**config.mk**
```make
export PLATFORM = sky130hd
export DESIGN_NAME = datapath_arbiter
export DESIGN_NICKNAME = d
export VERILOG_FILES = /design/src/rtl/dp_arb_pkg.sv /design/src/rtl/rr_picker.sv /design/src/rtl/datapath_arbiter.sv
export SDC_FILE = /design/constraint.sdc
export NUM_CORES = 1
export LEC_CHECK = 0
export ABC_AREA = 1
export CAP_MARGIN = 40
export CORE_MARGIN = 2
export CORE_UTILIZATION = 47
export CTS_CLUSTER_DIAMETER = 60
export DETAILED_ROUTE_END_ITERATION = 8
export PLACE_DENSITY = 0.85
export SLEW_MARGIN = 15
export SYNTH_ARGS = -nofsm -noshare
export SYNTH_HDL_FRONTEND = slang
export SYNTH_SLANG_ARGS = --single-unit
```
**constraint.sdc**
```tcl
create_clock -name i_clk -period 1.9 [get_ports i_clk]
set_input_delay 0.285 -clock i_clk [delete_from_list [all_inputs] [get_ports i_clk]]
set_output_delay 0.285 -clock i_clk [all_outputs]
set_load 0.02 [all_outputs]
```
**src/rtl/dp_arb_pkg.sv**
```systemverilog
// Shared definitions for the datapath arbiter: FSM state encoding and an index helper.
package dp_arb_pkg;

    localparam int unsigned StateWidth = 2;

    typedef enum logic [StateWidth-1:0] {
        StIdle   = 2'd0,
        StIssue  = 2'd1,
        StBusy   = 2'd2,
        StRetire = 2'd3
    } state_e;

    // Supports up to 8 requesters; callers zero-extend and truncate as needed.
    function automatic logic [2:0] onehot_to_idx(input logic [7:0] oh);
        logic [2:0] idx;
        idx = '0;
        for (int i = 0; i < 8; i++) begin
            if (oh[i]) idx = idx | 3'(i);
        end
        return idx;
    endfunction

endpackage

```
**src/rtl/rr_picker.sv**
```systemverilog
// Combinational round-robin picker: first set request strictly after the last served index,
// wrapping back to index 0.
module rr_picker
    import dp_arb_pkg::*;
#(
    parameter int unsigned NREQ = 4
) (
    input  logic [NREQ-1:0]         i_req,
    input  logic [$clog2(NREQ)-1:0] i_last_served,
    output logic [$clog2(NREQ)-1:0] o_pick_idx,
    output logic                    o_pick_valid
);

    localparam int unsigned IdxW = $clog2(NREQ);

    logic [NREQ-1:0] w_mask;
    logic [NREQ-1:0] w_masked;
    logic [NREQ-1:0] w_sel;
    logic [NREQ-1:0] w_pick_oh;

    always_comb begin
        w_mask = '0;
        for (int i = 0; i < NREQ; i++) begin
            w_mask[i] = (i > int'(i_last_served));
        end
    end

    // Requests above last_served take priority; otherwise wrap to the full vector.
    assign w_masked     = i_req & w_mask;
    assign w_sel        = (|w_masked) ? w_masked : i_req;
    assign w_pick_oh    = w_sel & (~w_sel + NREQ'(1));
    assign o_pick_valid = |i_req;
    assign o_pick_idx   = IdxW'(onehot_to_idx(8'(w_pick_oh)));

endmodule

```
**src/rtl/datapath_arbiter.sv**
```systemverilog
// Round-robin arbiter sharing one start/done compute unit between NREQ requesters,
// with an optional BUSY watchdog.
module datapath_arbiter
    import dp_arb_pkg::*;
#(
    parameter int unsigned NREQ    = 4,
    parameter int unsigned TIMEOUT = 16
) (
    input  logic                    i_clk,
    input  logic                    i_rst_n,
    input  logic [NREQ-1:0]         i_req,
    input  logic                    i_unit_done,
    output logic                    o_unit_start,
    output logic [NREQ-1:0]         o_grant,
    output logic [$clog2(NREQ)-1:0] o_grant_idx,
    output logic [NREQ-1:0]         o_ack,
    output logic                    o_busy,
    output logic                    o_timeout_err
);

    localparam int unsigned     IdxW    = $clog2(NREQ);
    localparam int unsigned     CntW    = (TIMEOUT == 0) ? 1 : $clog2(TIMEOUT + 1);
    localparam logic [CntW-1:0] CntLast = CntW'(TIMEOUT - 1);
    localparam logic [CntW-1:0] CntMax  = {CntW{1'b1}};

    state_e          r_state,       w_state_nxt;
    logic [IdxW-1:0] r_owner,       w_owner_nxt;
    logic [IdxW-1:0] r_last,        w_last_nxt;
    logic [CntW-1:0] r_cnt,         w_cnt_nxt;
    logic            r_timed_out,   w_timed_out_nxt;
    logic            r_timeout_err, w_timeout_err_nxt;

    logic [IdxW-1:0] w_pick_idx;
    logic            w_pick_valid;

    rr_picker #(
        .NREQ(NREQ)
    ) u_rr_picker (
        .i_req        (i_req),
        .i_last_served(r_last),
        .o_pick_idx   (w_pick_idx),
        .o_pick_valid (w_pick_valid)
    );

    always_ff @(posedge i_clk or negedge i_rst_n) begin
        if (!i_rst_n) begin
            r_state       <= StIdle;
            r_owner       <= '0;
            r_last        <= IdxW'(NREQ - 1);
            r_cnt         <= '0;
            r_timed_out   <= 1'b0;
            r_timeout_err <= 1'b0;
        end else begin
            r_state       <= w_state_nxt;
            r_owner       <= w_owner_nxt;
            r_last        <= w_last_nxt;
            r_cnt         <= w_cnt_nxt;
            r_timed_out   <= w_timed_out_nxt;
            r_timeout_err <= w_timeout_err_nxt;
        end
    end

    always_comb begin
        w_state_nxt       = r_state;
        w_owner_nxt       = r_owner;
        w_last_nxt        = r_last;
        w_cnt_nxt         = r_cnt;
        w_timed_out_nxt   = r_timed_out;
        w_timeout_err_nxt = r_timeout_err;
        unique case (r_state)
            StIdle: begin
                if (w_pick_valid) begin
                    w_owner_nxt = w_pick_idx;
                    w_state_nxt = StIssue;
                end
            end
            StIssue: begin
                w_cnt_nxt   = '0;
                w_state_nxt = StBusy;
            end
            StBusy: begin
                if (r_cnt != CntMax) w_cnt_nxt = r_cnt + CntW'(1);
                // Completion beats a watchdog expiry landing in the same cycle.
                if (i_unit_done) begin
                    w_timed_out_nxt = 1'b0;
                    w_state_nxt     = StRetire;
                end else if ((TIMEOUT != 0) && (r_cnt == CntLast)) begin
                    w_timed_out_nxt   = 1'b1;
                    w_timeout_err_nxt = 1'b1;
                    w_state_nxt       = StRetire;
                end
            end
            StRetire: begin
                w_last_nxt  = r_owner;
                w_state_nxt = StIdle;
            end
            default: w_state_nxt = StIdle;
        endcase
    end

    always_comb begin
        o_grant     = '0;
        o_grant_idx = '0;
        o_ack       = '0;
        if (r_state != StIdle) begin
            o_grant[r_owner] = 1'b1;
            o_grant_idx      = r_owner;
        end
        if ((r_state == StRetire) && !r_timed_out) o_ack[r_owner] = 1'b1;
    end

    assign o_unit_start  = (r_state == StIssue);
    assign o_busy        = (r_state != StIdle);
    assign o_timeout_err = r_timeout_err;

endmodule
```
# After elaboration in Yosys (flattened, before gate mapping)
# Cells that the tools add are included.
word_totals:
  register_bits: 13
  input_bits: 7
  out_inout_bits: 13
op_classes:
  addsub: 2
  order_cmp: 5
  eq_ne: 8
  n_mux: 17
  n_bitwise: 4
  reduce_logical: 14
ops:
  columns: ["operator", "count"]
  rows:
  - ["$mux W2", 6]
  - ["$mux W4", 3]
  - ["$pmux W5 S2", 1]
  - ["$and A4 B4 Y4", 2]
  - ["$pmux W2 S4", 1]
  - ["$reduce_and A2 Y1", 4]
  - ["$reduce_or A4 Y1", 2]
  - ["$reduce_bool A2 Y1", 3]
  - ["$add A5 B1 Y5 const B", 1]
  - ["$eq A5 B4 Y1 const B", 1]
  - ["$mux W5", 1]
  - ["$ne A5 B5 Y1 const B", 1]
  - ["$add A4 B1 Y4 const B", 1]
  - ["$eq A2 B2 Y1 const B", 2]
  - ["$gt A2 B2 Y1 const A", 2]
  - ["$mux W1", 4]
  - ["$not A4 Y4", 1]
  - ["$lt A2 B3 Y1 const B", 1]
  - ["$ne A3 B3 Y1 const B", 1]
  - ["$reduce_and A3 Y1", 1]
  - ["$demux W1 S2", 1]
  - ["$eq A2 B1 Y1 const B", 1]
  - ["$ge A2 B1 Y1 const B", 1]
  - ["$gt A1 B2 Y1 const A", 1]
  - ["other kinds (6)", 7]

# Depth between registers and ports, before layout
# Gate-level depths: netlist (run 1).
depth:
  word_depth: 10
  depth_mapped: 9
  ltp_nobuf: 9

# By module
# Synthesis (run 1) repeated with hierarchy kept, for this count alone.
hier_totals:
  cells_unflattened: 108
  area_unflattened_um2: 815.8
by_module_without_submodules:
  columns: ["module", "instances", "cells_each", "area_each_um2", "seq_area_each_um2"]
  rows:
  - ["datapath_arbiter", 1, 89, 729.4, 327.8]
  - ["rr_picker", 1, 19, 86.3, 0.0]

# Worst setup path before layout (run 1)
# OpenSTA, ideal clock, no wires.
synth_timing:
  path_type: "flip-flop to output port"
  start: "register r_state[0]"
  end: "output o_grant[0]"
  arrival_time_ns: 1.260
  required_time_ns: 1.615
  path_slack_ns: 0.355
  stages_incl_launch_ff: 5
  path_buffers: 1
  cell_sequence: "dfrtp_1 > inv_1 > ha_1 > buf_4 > nor3_1"
synth_between:
  elab_chain_len: 2
synth_rtl:
  columns: ["item", "line_no", "source"]
  rows:
  - ["start: declaration", "datapath_arbiter.sv:26", "state_e r_state, w_state_nxt;"]
  - ["start signal: assignment", "datapath_arbiter.sv:47", "r_state <= StIdle;"]
  - ["start signal: assignment", "datapath_arbiter.sv:54", "r_state <= w_state_nxt;"]
  - ["$reduce_bool A2 Y1", "datapath_arbiter.sv:105", "if (r_state != StIdle) begin"]
  - ["$mux W4", "datapath_arbiter.sv:105", null]
  - ["end: declaration", "datapath_arbiter.sv:14", "output logic [NREQ-1:0] o_grant,"]
# No other way between the ends.

# Worst setup path after layout (run 1)
layout_timing:
  start: "register r_state[0]"
  end: "output o_grant[1]"
# Same word-level chain as after synthesis.

==> summary.md, run 1 <==
| Metric | Value |
|---|---|
| CTS buffer count | `3` |
| Max-cap violation count | `0` |
| Fin crit share | `~95%` |
| Worst setup path class | `reg -> out` |
| Dominant synthesized flop cell | `dfrtp_1` |
| RSZ-0062 raised after global routing | `no` |
| Initial core utilization | `around 51%` |
| Internal power | `just over 800 uW` |
| Register area share after synthesis | `about two fifths` |
| Net Switching | `754 uW` |
| Critical Path Source | `r_state[0]` |
| Adder-Cell Fraction of Synth Area | `between 10 and 15%` |
| Post-synth net total | `117` |
| Clk sinks | `13` |
| CP endpoint kind | `primary output` |
| Synth warn | `0` |
| Die width | `roughly 45 um` |
| First-pass GRT wire length | `between 2 and 3 mm` |
| Final slew viol count | `0` |
| Vias | `between 700 and 800` |
| Synth top area cells | `dfrtp_1, ha_1, nand2_1` |
| Worst r2r src | `r_cnt[0]` |
| Power density cells | `approximately 1600 mW/mm2` |
| Hold-fix buffers at CTS | `0` |
| Synth area leader | `dfrtp_1` |
| NumNets Final | `140` |
| Post-synth EDFFs | `0` |
| Wire per inst | `approximately 12 um` |
| CP Max Fanout | `8` |
| R2R Setup Slk | `0.27 ns` |
| Die area | `between 0.002 and 0.0025 mm2` |
| Tot Pwr | `around 1600 uW` |
| Post-route DRC | `0` |
| Setup tns final | `0 ns` |
| P&R area growth vs syn | `27.9%` |
| Reg2Reg Depth | `8` |
| Max VDD drop | `between 0.0009 and 0.001 V` |
| Arrival @ worst endpoint | `1.53 ns` |
| Reg power frac | `31.8%` |
| Gp weighted congestion | `between 0.8 and 0.9` |
| Port buffer count | `19` |
| Gate power share | `57.7%` |
| Initial antenna violation count | `0` |
| Post-Syn Instances | `~100` |
| Top-count cell post-synth | `nand2_1` |
| Row cnt | `14` |
| Global route total overflow | `0` |
| DR vias/cell | `about 5.1` |
| Post-Synth XOR/XNOR Area | `0%` |
| Clock tree buffer depth | `2` |
| CTS tree | `built` |
| Ant. Diodes | `0` |
| Drt pass-1 iters | `4` |
| LEAKAGE | `0.000541 uW` |
| Data required time of the critical path | `approximately 1.6 ns` |
| Final setup violation count | `0` |
| Worst skew pair latency | `about 0.27 ns` |
| Status | `completed` |
| Crit path time final | `about 1.8 ns` |
| #FFs+latches synth | `13` |
| Final hold violations | `0` |
| Synth Area in Simple Gates | `roughly a quarter` |
| H-tree depth | `1` |
| Num ports | `20` |
| Layout cells sized above 1 | `14.4%` |
| Total track usage | `between 10% and 20%` |
| Clock transition at path regs | `0.08 ns` |
| DP HPWL | `~1.4 mm` |
| CORE AREA | `roughly 0.0015 mm2` |
| Post-route worst setup slack | `about 0.090 ns` |
| Crit path to | `o_grant[1]` |
| Tightest Pin Transition | `approximately 0.57 ns` |
| Root Driver | `clkbuf_4` |
| Post-DRT Antenna Nets | `0` |
| Switching share of power | `between 40 and 50%` |
| Clock power frac | `between 10% and 20%` |
| Worst Clk Skew | `0.00275 ns` |
| Routed WL | `between 1.5 and 2 mm` |
| FF-to-FF End | `r_cnt[3]` |
| Largest net degree at the start of global routing | `14` |
| Largest family of logic cells by synthesized area | `simple AND/OR/NAND/NOR gates` |
| Synth cell types | `21` |
| Synth Area in Compound Gates | `a little under an eighth` |
| Place WS | `-0.0507 ns` |
| Synth Cell Area | `around 790 um2` |
| Vias in the first global route | `around 720` |
| Avg Inst Size Synth | `7.70 um2` |
| Post-synth top area share | `34.7%` |
| Initial DRC Count | `9` |
| Synth async-reset ratio | `100%` |
| Rel. slew slack | `a little over 60%` |
| FMAX | `between 500 and 600 MHz` |
| Mux cell area share after synthesis | `0%` |
| Commonest cells post-synth | `nand2_1, inv_1, dfrtp_1` |
| Die Ht | `between 40 and 50 um` |
| Worst min path class | `in -> async` |
| Critical Path Start Type | `flip-flop` |
-- timing repair --
action,in CTS,in global routing
hold endpoints to repair,0,0
setup buffers,0,0
resized for setup,15,13
pin swaps,0,0
endpoints found under the setup margin,11,10
-- power by group through the flow --
stage                     registers, uW  logic [uW]  clock network, uW
after global placement              487         939                  0
final                               501         910                166
after floorplan                     477         647                  0
after global routing                513        1030                185
after detailed placement            501         967                  0
after CTS                           495         914                171
-- cells in the final DEF, fill, tap and decap left out, types with 3 or more instances in the layout --
master	count
nand2_1	21
inv_1	16
dfrtp_1	11
nor2_1	9
nor3_1	7
o21ai_0	7
clkdlybuf4s50_1	7
dlygate4sd2_1	6
ha_1	5
nand3_1	4
nand4_1	3
a21oi_1	3
clkbuf_4	3
clkbuf_2	3
-- flip-flops by register name (all words and copies together) (netlist names) --
| register | flops |
|---|---|
| r_cnt | 5 |
| r_owner | 2 |
| r_timed_out | 1 |
| r_state | 2 |
| r_last | 2 |
| o_timeout_err | 1 |
-- kinds of logic (layout without fill, tap and decap cells) --
group | Yosys count | count (layout)
fa+ha+maj | 7 | 7
buf+inv | 19 | 41
simple gates | 48 | 48
compound gates | 16 | 16
flops | 13 | 13
-- worst min-delay path by stage --
stage,from,endpoint,slack [ns],depth (start not counted)
after floorplan,i_rst_n,o_timeout_err,-0.01,0
after global placement,o_timeout_err,o_timeout_err,0.46,1
after detailed placement,o_timeout_err,o_timeout_err,0.49,1
after CTS,i_rst_n,r_cnt[3],0.39,1
after global routing,i_rst_n,r_cnt[1],0.43,1
final,i_rst_n,r_cnt[3],0.38,1
-- through the flow --
step | std cells | cell area (um2) | utilization [%] | hold WS [ns]
after floorplan | 103 | 793 | - | -0.0106
after global placement | 137 | 996 | 64.6 | 0.458
after detailed placement | 137 | 996 | 64.6 | 0.492
after CTS | 141 | 1010 | 65.7 | 0.389
after global routing | 141 | 1010 | 65.8 | 0.426
final | 141 | 1010 | 65.8 | 0.378
-- layout make-up --
type,instances,area (um2)
multi-input cells,71,400
well taps,16,20.0
inverters,18,67.6
clock buffers,3,22.5
clock inverters,1,5.00
flip-flops and latches,13,328
repair buffers,19,171
fillers,134,527
-- worst max-delay path, cell delays in order, from the launching register on --
cell	delay [ns]
dfrtp_1	0.39
inv_1	0.09
ha_2	0.25
nor3_1	0.21
clkdlybuf4s15_1	0.32
-- layer usage --
| layer | up-vias | GRT usage (%) | wire length [um] |
|---|---|---|---|
| li1 | 378 | - | - |
| met1 | 320 | 21.6 | 710 |
| met2 | 19 | 34.9 | 861 |
| met3 | 2 | 3.60 | 78 |
| met4 | 0 | 7.06 | 12 |
| met5 | - | 0 | 0 |
Power figures use the tool's default switching activity.
==> run 2, diff against run 1 <==
CELL_PAD_IN_SITES_DETAIL_PLACEMENT = 1   (was not set)
CELL_PAD_IN_SITES_GLOBAL_PLACEMENT = 1   (was not set)
CORE_UTILIZATION = 34   (was 47)
==> summary.md, run 2 (synthesized netlist as in run 1, its figures left out) <==
| Metric | Value |
|---|---|
| Status | `completed` |
| Vias | `769 (+7.0%)` |
| Die area | `0.00274 mm2 (+35%)` |
| Post-route DRC | `0 (unchanged)` |
| Final hold slack | `0.374 ns (-0.00361 ns)` |
| Rel. slew slack | `60.4% (-1.2 points)` |
| Max VDD drop | `0.000690 V (-26%)` |
| CTS buffer count | `3 (unchanged)` |
| CTS tree | `built` |
| Row cnt | `17 (+3)` |
| Max-cap violation count | `0 (unchanged)` |
| Setup tns final | `0 ns (unchanged)` |
| Data required time of the critical path | `1.62 ns (about the same)` |
| Max reg flops | `5 (unchanged)` |
| Die Ht | `52.3 um (+16%)` |
| Commonest non-fill, non-tap cells in the layout | `nand2_1, inv_1, dfrtp_1, nor2_1, nor3_1` |
| CP endpoint kind | `primary output` |
| Initial core utilization | `35.9% (-16 points)` |
| Post-DRT Antenna Nets | `0 (unchanged)` |
| Global route total overflow | `0 (unchanged)` |
| DP HPWL | `1.69 mm (+22%)` |
| Final setup violation count | `0 (unchanged)` |
| Clock transition at path regs | `0.08 ns (about the same)` |
| Arrival @ worst endpoint | `1.51 ns (-0.02 ns)` |
| Initial DRC Count | `3 (-6)` |
| Worst Clk Skew | `0.00282 ns (+0.0000629 ns)` |
| Post-layout util | `45.6% (-20 points)` |
| Critical Path Start Type | `flip-flop` |
| Wire per inst | `13.4 um (+13%)` |
| Worst skew pair latency | `0.28 ns (about the same)` |
| Vias in the first global route | `813 (+13%)` |
| Tightest Pin Transition | `0.593 ns (+0.0179 ns)` |
| Clock tree buffer depth | `2 (unchanged)` |
| Routed WL | `2.05 mm (+23%)` |
| Power density cells | `1570 mW/mm2 (+1.0%)` |
| Die width | `52.3 um (+16%)` |
| Hold-fix buffers at CTS | `0 (unchanged)` |
| CORE AREA | `0.00221 mm2 (+44%)` |
| Post-CTS setup buffer count | `0 (unchanged)` |
| Final hold violations | `0 (unchanged)` |
| Port buffer count | `19 (unchanged)` |
| First-pass GRT wire length | `3.44 mm (+21%)` |
| DR vias/cell | `5.03 (-1.4%)` |
| Total track usage | `17.1% (-1.9 points)` |
| PostCTS Resize Cnt | `15 (unchanged)` |
| Drt pass-1 iters | `2 (-2)` |
| LEAKAGE | `0.000525 uW (-3.1%)` |
| Worst setup path class | `reg -> out` |
| Ant. Diodes | `0 (unchanged)` |
| Crit path time final | `1.79 ns (-0.0188 ns)` |
| H-tree depth | `1 (unchanged)` |
| Final slew viol count | `0 (unchanged)` |
| Gp weighted congestion | `0.758 (-10%)` |
| Largest net degree at the start of global routing | `14 (unchanged)` |
| Fillers | `301 (+120%)` |
| P&R area growth vs syn | `27.1%` |
| Most common cell after layout, fill and taps aside | `nand2_1` |
| Fin crit share | `94.3% (-0.99 points)` |
| Tot Pwr | `1580 uW (+0.40%)` |
| Largest reg by FF count | `r_cnt` |
| Root Driver | `clkbuf_4` |
| NumNets Final | `140 (unchanged)` |
| Num ports | `20 (unchanged)` |
| Layout cells sized above 1 | `13.6% (-0.80 points)` |
| FMAX | `558 MHz (+1.1%)` |
| CP Max Fanout | `8 (unchanged)` |
| Clk sinks | `13 (unchanged)` |
| Worst min path class | `in -> async` |
| Initial antenna violation count | `0 (unchanged)` |
| RSZ-0062 raised after global routing | `no` |
[run 2: worst paths after layout]
check / start / end / slack, ns / depth (start not counted)
worst max-delay path: r_state[0] / o_busy / 0.11 / 4
min in group i_clk: o_timeout_err / o_timeout_err / 0.51 / 1
max in group asynchronous: i_rst_n / r_state[1] / 1.14 / 1
worst min register to register: o_timeout_err / o_timeout_err / 0.51 / 1
worst min-delay path: i_rst_n / r_owner[0] / 0.37 / 1
worst max register to register: r_cnt[0] / r_cnt[2] / 0.26 / 9
[run 2: worst max-delay path, stage by stage (launching register included)]
cell and delay, ns:
dfrtp_1 0.41, inv_1 0.11, ha_2 0.26, inv_1 0.11, dlygate4sd2_1 0.33
[run 2: per-layer routing]
metal	global-route usage, %	vias to the layer above	share of wire (%)
met1	18.6	369	43
met2	31.3	15	51
li1	-	380	-
met4	5.13	0	1.5
met3	5.43	5	4.4
met5	0	-	0
[run 2: metrics by stage]
stage	area [um2]	setup slack, ns	std cells
final	1010	0.108	153
after global routing	1010	0.000293	153
after CTS	1020	0.00141	153
after detailed placement	1010	-0.0142	149
after global placement	1010	0.0871	149
after floorplan	793	0.355	103
[run 2: cell type report]
cell class / count / area (um2) / area share [%]
clock buffers: 4 / 26.3 / 2.61
inverters: 18 / 67.6 / 6.70
multi-input cells: 71 / 393 / 39.0
flip-flops and latches: 13 / 328 / 32.5
well taps: 28 / 35.0 / 3.47
repair buffers: 19 / 159 / 15.8
[run 2: where the power goes]
| part | switching [uW] | internal [uW] |
|---|---|---|
| clock | 93.7 | 81.5 |
| sequential | 104 | 398 |
| combinational | 580 | 325 |
==> patch 1, RTL diff (settings of run 1) <==
Set the parameter `TIMEOUT` to 32 (it was 16).
--- a/src/rtl/datapath_arbiter.sv
+++ b/src/rtl/datapath_arbiter.sv
@@ -4,7 +4,7 @@
     import dp_arb_pkg::*;
 #(
     parameter int unsigned NREQ    = 4,
-    parameter int unsigned TIMEOUT = 16
+    parameter int unsigned TIMEOUT = 32
 ) (
     input  logic                    i_clk,
     input  logic                    i_rst_n,
Formal check against the unedited RTL: no difference found for any inputs over 10 cycles, from zero or initial values and one cycle with i_rst_n low; that may be too few to reach the edited logic, so the function may still have changed.
==> patch 1 against run 1 <==
- routed wire length up 12%
- total power up 3.4%
- area after synthesis up 11%
- cell area up 11%
- highest routed layer is now met3
- maximum frequency up 0.63%
- worst setup slack better by 11 ps
- sequential cell count up 1
- critical path depth unchanged
==> patch 1: results (changes against run 1) <==
Status -> finished, final reports clean
Detailed Routing Iterations Pass 1 -> 4 (unchanged)
Count of different cell masters after synthesis -> 24 (+14%)
RD Place Congestion -> 0.822 (-2.8%)
Largest net degree at the start of global routing -> 15 (+1)
Post-Synth XOR/XNOR Area -> 1.98% (+2.0 points)
Iteration-0 DRC Markers -> 23 (+14)
Mux share of post-synthesis cell area -> 0% (unchanged)
ANT cells -> 0 (unchanged)
Crit-path max cell delay -> 390 ps (about the same)
Initial antenna violation count -> 0 (unchanged)
H-tree depth -> 1 (unchanged)
Total CTS buffers -> 3 (unchanged)
Sequential area share after synthesis -> 39.9% (-1.4 points)
Flop pwr share -> 32.7% (+0.9 points)
Clk pwr -> 0.000210 W (+27%)
Worst Path Arrival -> 1510 ps (-20 ps)
Root buffer cell -> clkbuf_4
DR vias -> 798 (+11%)
Worst-path fanout max -> 10 (+2)
Largest register FFs -> 6 (+1)
Reg clk slew, reported paths -> 80 ps (about the same)
Compound-gate portion of the synthesized area -> 7.08% (-4.6 points)
Share of layout cells above drive strength 1 -> 14.7% (+0.29 points)
Asr flop ratio synth -> 100% (unchanged)
Worst clock skew -> 2.56 ps (-0.189 ps)
First-pass GRT wire length -> 2880 um (+1.7%)
Top delay family on crit path -> buffers and inverters
HP Class -> input port to async pin
Synth Area in Adders -> 7.08% (-4.0 points)
Number of global-route vias before repair -> 684 (-4.6%)
GRT Total Usage -> 18.9% (-0.081 points)
Syn_nets -> 132 (+13%)
Worst-margin pin slew -> 615 ps (+39.8 ps)
Max VDD drop -> 0.849 mV (-9.1%)
Total wire length -> 1860 um (+12%)
Nets -> 156 (+11%)
P_leak -> 0.578 nW (+6.7%)
DP Wirelength -> 1520 um (+9.9%)
Overall power -> 0.00163 W (+3.4%)
Synth area leaders -> dfrtp_1 (34%), nand2_1 (15%), ha_1 (7.1%)
Cell-internal power -> 0.000860 W (+4.4%)
IO buf count -> 19 (unchanged)
Post-synth top cells -> nand2_1 (36), inv_1 (16), dfrtp_1 (12)
Clock Latency Late Sink -> 280 ps
## patch 1: metrics by stage
stage	cell area [sq um]	setup slack, ps	hold WS (ps)	instances
finish	1130	101	386	168
global route	1130	18.1	440	168
CTS	1130	11.8	408	168
detailed placement	1110	14.2	465	164
global placement	1110	85.1	459	164
floorplan	883	332	-10.6	120
## patch 1: worst paths after layout
check / startpoint / end / cells after the start / slack, ps
max in group asynchronous: i_rst_n / r_owner[0]$_DFFE_PN0P_ / 1 / 1120
min reg2reg: o_timeout_err$_DFFE_PN0P_ / o_timeout_err$_DFFE_PN0P_ / 1 / 480
min: i_rst_n / r_cnt[1]$_DFFE_PN0P_ / 1 / 390
min in group i_clk: o_timeout_err$_DFFE_PN0P_ / o_timeout_err$_DFFE_PN0P_ / 1 / 480
max: r_state[1]$_DFFE_PN0P_ / o_grant[2] / 4 / 100
max reg2reg: r_state[0]$_DFFE_PN0P_ / r_cnt[5]$_DFFE_PN0P_ / 7 / 310
## patch 1: cells by family after synthesis
family / count (synthesis)
xor+xnor: 2
simple gates: 71
flops: 14
compound gates: 10
buf+inv: 18
fa+ha+maj: 5
## patch 1: repair_timing
item,4_1_cts,5_1_grt
gates resized for setup,13,10
setup endpoints to repair,11,5
hold endpoints to repair,0,0
buffers inserted,0,0
## patch 1: per-layer routing
layer,vias to the layer above,wire (um),global-route usage (%)
li1,425,-,-
met1,363,891,24.9
met2,10,916,29.7
met3,0,47,5.77
met4,0,0,6.11
met5,-,0,0
## patch 1: final cells by class
class	instances	area [sq um]
clock buffer	4	36.3
multi-input combinational	88	467
tap	25	31.3
fill	158	619
timing repair buffer	20	175
inverter	17	63.8
sequential	14	353
==> patch 2, RTL diff (flow settings as in run 1) <==
Made on the original files. Encoding of `state_e`: now one-hot (4 bits for 4 states).
--- a/src/rtl/dp_arb_pkg.sv
+++ b/src/rtl/dp_arb_pkg.sv
@@ -3,11 +3,11 @@
 
     localparam int unsigned StateWidth = 2;
 
-    typedef enum logic [StateWidth-1:0] {
-        StIdle   = 2'd0,
-        StIssue  = 2'd1,
-        StBusy   = 2'd2,
-        StRetire = 2'd3
+    typedef enum logic [3:0] {
+        StIdle   = 4'b0001,
+        StIssue  = 4'b0010,
+        StBusy   = 4'b0100,
+        StRetire = 4'b1000
     } state_e;
 
     // Supports up to 8 requesters; callers zero-extend and truncate as needed.
Behaviour: no difference found for any inputs over 10 cycles, from zero or initial values and one cycle with i_rst_n low; not proved beyond that.
==> patch 2 against run 1 <==
- via count rose by 12%
- worst hold slack improved by 2.0 ps
- cell area is 11% higher
- critical path depth grew 2
- synthesized cell count is 9.7% higher
- routed wire length grew 10%
- area after synthesis rose by 10%
- sequential cell count is 2 higher
- worst setup slack gained 51 ps
- non-clock buffer count rose by 5
- total power shrank 7.3%
- cell count up 18%
==> patch 2: results (changes against run 1) <==
Status -> finished, final reports clean
Iteration-0 DRC Markers -> 4 (-5)
Clock Latency Late Sink -> 290 ps (+20 ps)
Worst Path Arrival -> 1470 ps (-60 ps)
Nets -> 152 (+8.6%)
P_leak -> 0.588 nW (+8.5%)
Post-synth top cells -> nand2_1 (24), inv_1 (19), dfrtp_1 (12)
DP Wirelength -> 1510 um (+9.2%)
H-tree depth -> 1 (unchanged)
Synth area leaders -> dfrtp_1 (34%), nand2_1 (10%), dfstp_2 (9.0%)
Pre-CTS WS -> 40.4 ps (+91.1 ps)
Share of layout cells above drive strength 1 -> 19.9% (+5.5 points)
Clock Tree Buf Depth -> 2 (unchanged)
Slew HR -> 57.7% (-3.9 points)
Worst-path fanout max -> 7 (-1)
Reg-to-reg endpoint -> r_cnt[2]$_DFFE_PN0P_
Number of global-route vias before repair -> 756 (+5.4%)
Worst clock skew -> 2.40 ps (-0.350 ps)
Count of different cell masters after synthesis -> 22 (+4.8%)
DR vias -> 806 (+12%)
Sequential area share after synthesis -> 43.4% (+2.1 points)
RD Place Congestion -> 0.769 (-9.0%)
R2R cell count -> 9 (+1)
GRT Total Usage -> 18.6% (-0.38 points)
Wire per inst -> 11.0 um (-6.5%)
Max VDD drop -> 0.674 mV (-28%)
Syn_nets -> 123 (+5.1%)
First-pass GRT wire length -> 2850 um (+0.49%)
Reg2Reg Setup Slack -> 450 ps (+180 ps)
Largest net degree at the start of global routing -> 16 (+2)
patch 2: cell count changes in the layout (fill, tap and decap cells not counted), moves of 2 or more:
| cell | delta |
|---|---|
| nand2_1 | +3 |
| buf_4 | +5 |
| inv_1 | +2 |
| a21oi_1 | -2 |
| dlygate4sd2_1 | +2 |
| ha_2 | -2 |
| nor2_4 | +2 |
| ha_1 | -2 |
| o21ai_0 | -2 |
| nand2_2 | +3 |
| nand3_1 | +7 |
patch 2: cell type report:
type,count,area (sq um)
clock buffer,4,26.3
fill,166,617
inverter,20,75.1
multi-input combinational,78,419
sequential,15,379
tap,25,31.3
timing repair buffer,24,198
patch 2: worst max-delay path by stage:
stage	from	to	slack [ps]	cells after the start
after floorplan	r_state[1]$_DFFE_PN0P_	o_ack[0]	290	5
after global placement	r_state[1]$_DFFE_PN0P_	o_ack[3]	110	6
after detailed placement	r_state[1]$_DFFE_PN0P_	o_ack[3]	40	6
after CTS	r_state[1]$_DFFE_PN0P_	o_ack[3]	20	6
after global routing	r_state[1]$_DFFE_PN0P_	o_ack[1]	20	6
final	r_state[3]$_DFFE_PN0P_	o_grant[3]	140	6
patch 2: kinds of logic after synthesis:
kind of cell             share of synthesized area, %
buffers and inverters                            8.60
XOR/XNOR                                         1.00
flip-flops                                       43.4
AO/OA/AOI/OAI                                    5.01
adder cells (fa/ha/maj)                          4.30
AND/OR/NAND/NOR                                  37.7
patch 2: power by group:
part	switching, W	total, W	internal, W
Sequential	0.0000849	0.000517	0.000432
Combinational	0.000469	0.000761	0.000292
Clock	0.000103	0.000184	0.0000818
Total	0.000656	0.00146	0.000806
patch 2: stage by stage:
step	power (W)	area [sq um]	instances	hold slack [ps]
2_1_floorplan	0.00101	873	113	-10.6
3_3_place_gp	0.00132	1130	162	449
3_5_place_dp	0.00135	1130	162	482
4_1_cts	0.00147	1140	166	409
5_1_grt	0.00158	1130	166	450
6_report	0.00146	1130	166	380
patch 2: worst max-delay path, stage by stage, from the launching register on:
cell and delay [ps]:
dfrtp_1 390, buf_4 140, nor2_4 80, nand3_2 80, inv_2 110, nor3_1 60, dlygate4sd2_1 320
patch 2: repair_timing:
action / 4_1_cts / 5_1_grt
hold endpoints to repair: 0 / 0
setup buffers: 0 / 0
setup endpoints to repair: 12 / 7
hold buffers: 0 / 0
pin swaps: 0 / 0
resized for setup: 12 / 13
patch 2: metal layers:
layer | wire (um) | global-route usage, % | share of wire [%] | vias up
li1 | - | - | - | 416
met4 | 53 | 10.0 | 2.9 | 0
met1 | 780 | 18.8 | 43 | 356
met2 | 922 | 36.4 | 50 | 27
met5 | 0 | 0 | 0 | -
met3 | 74 | 2.31 | 4.0 | 7
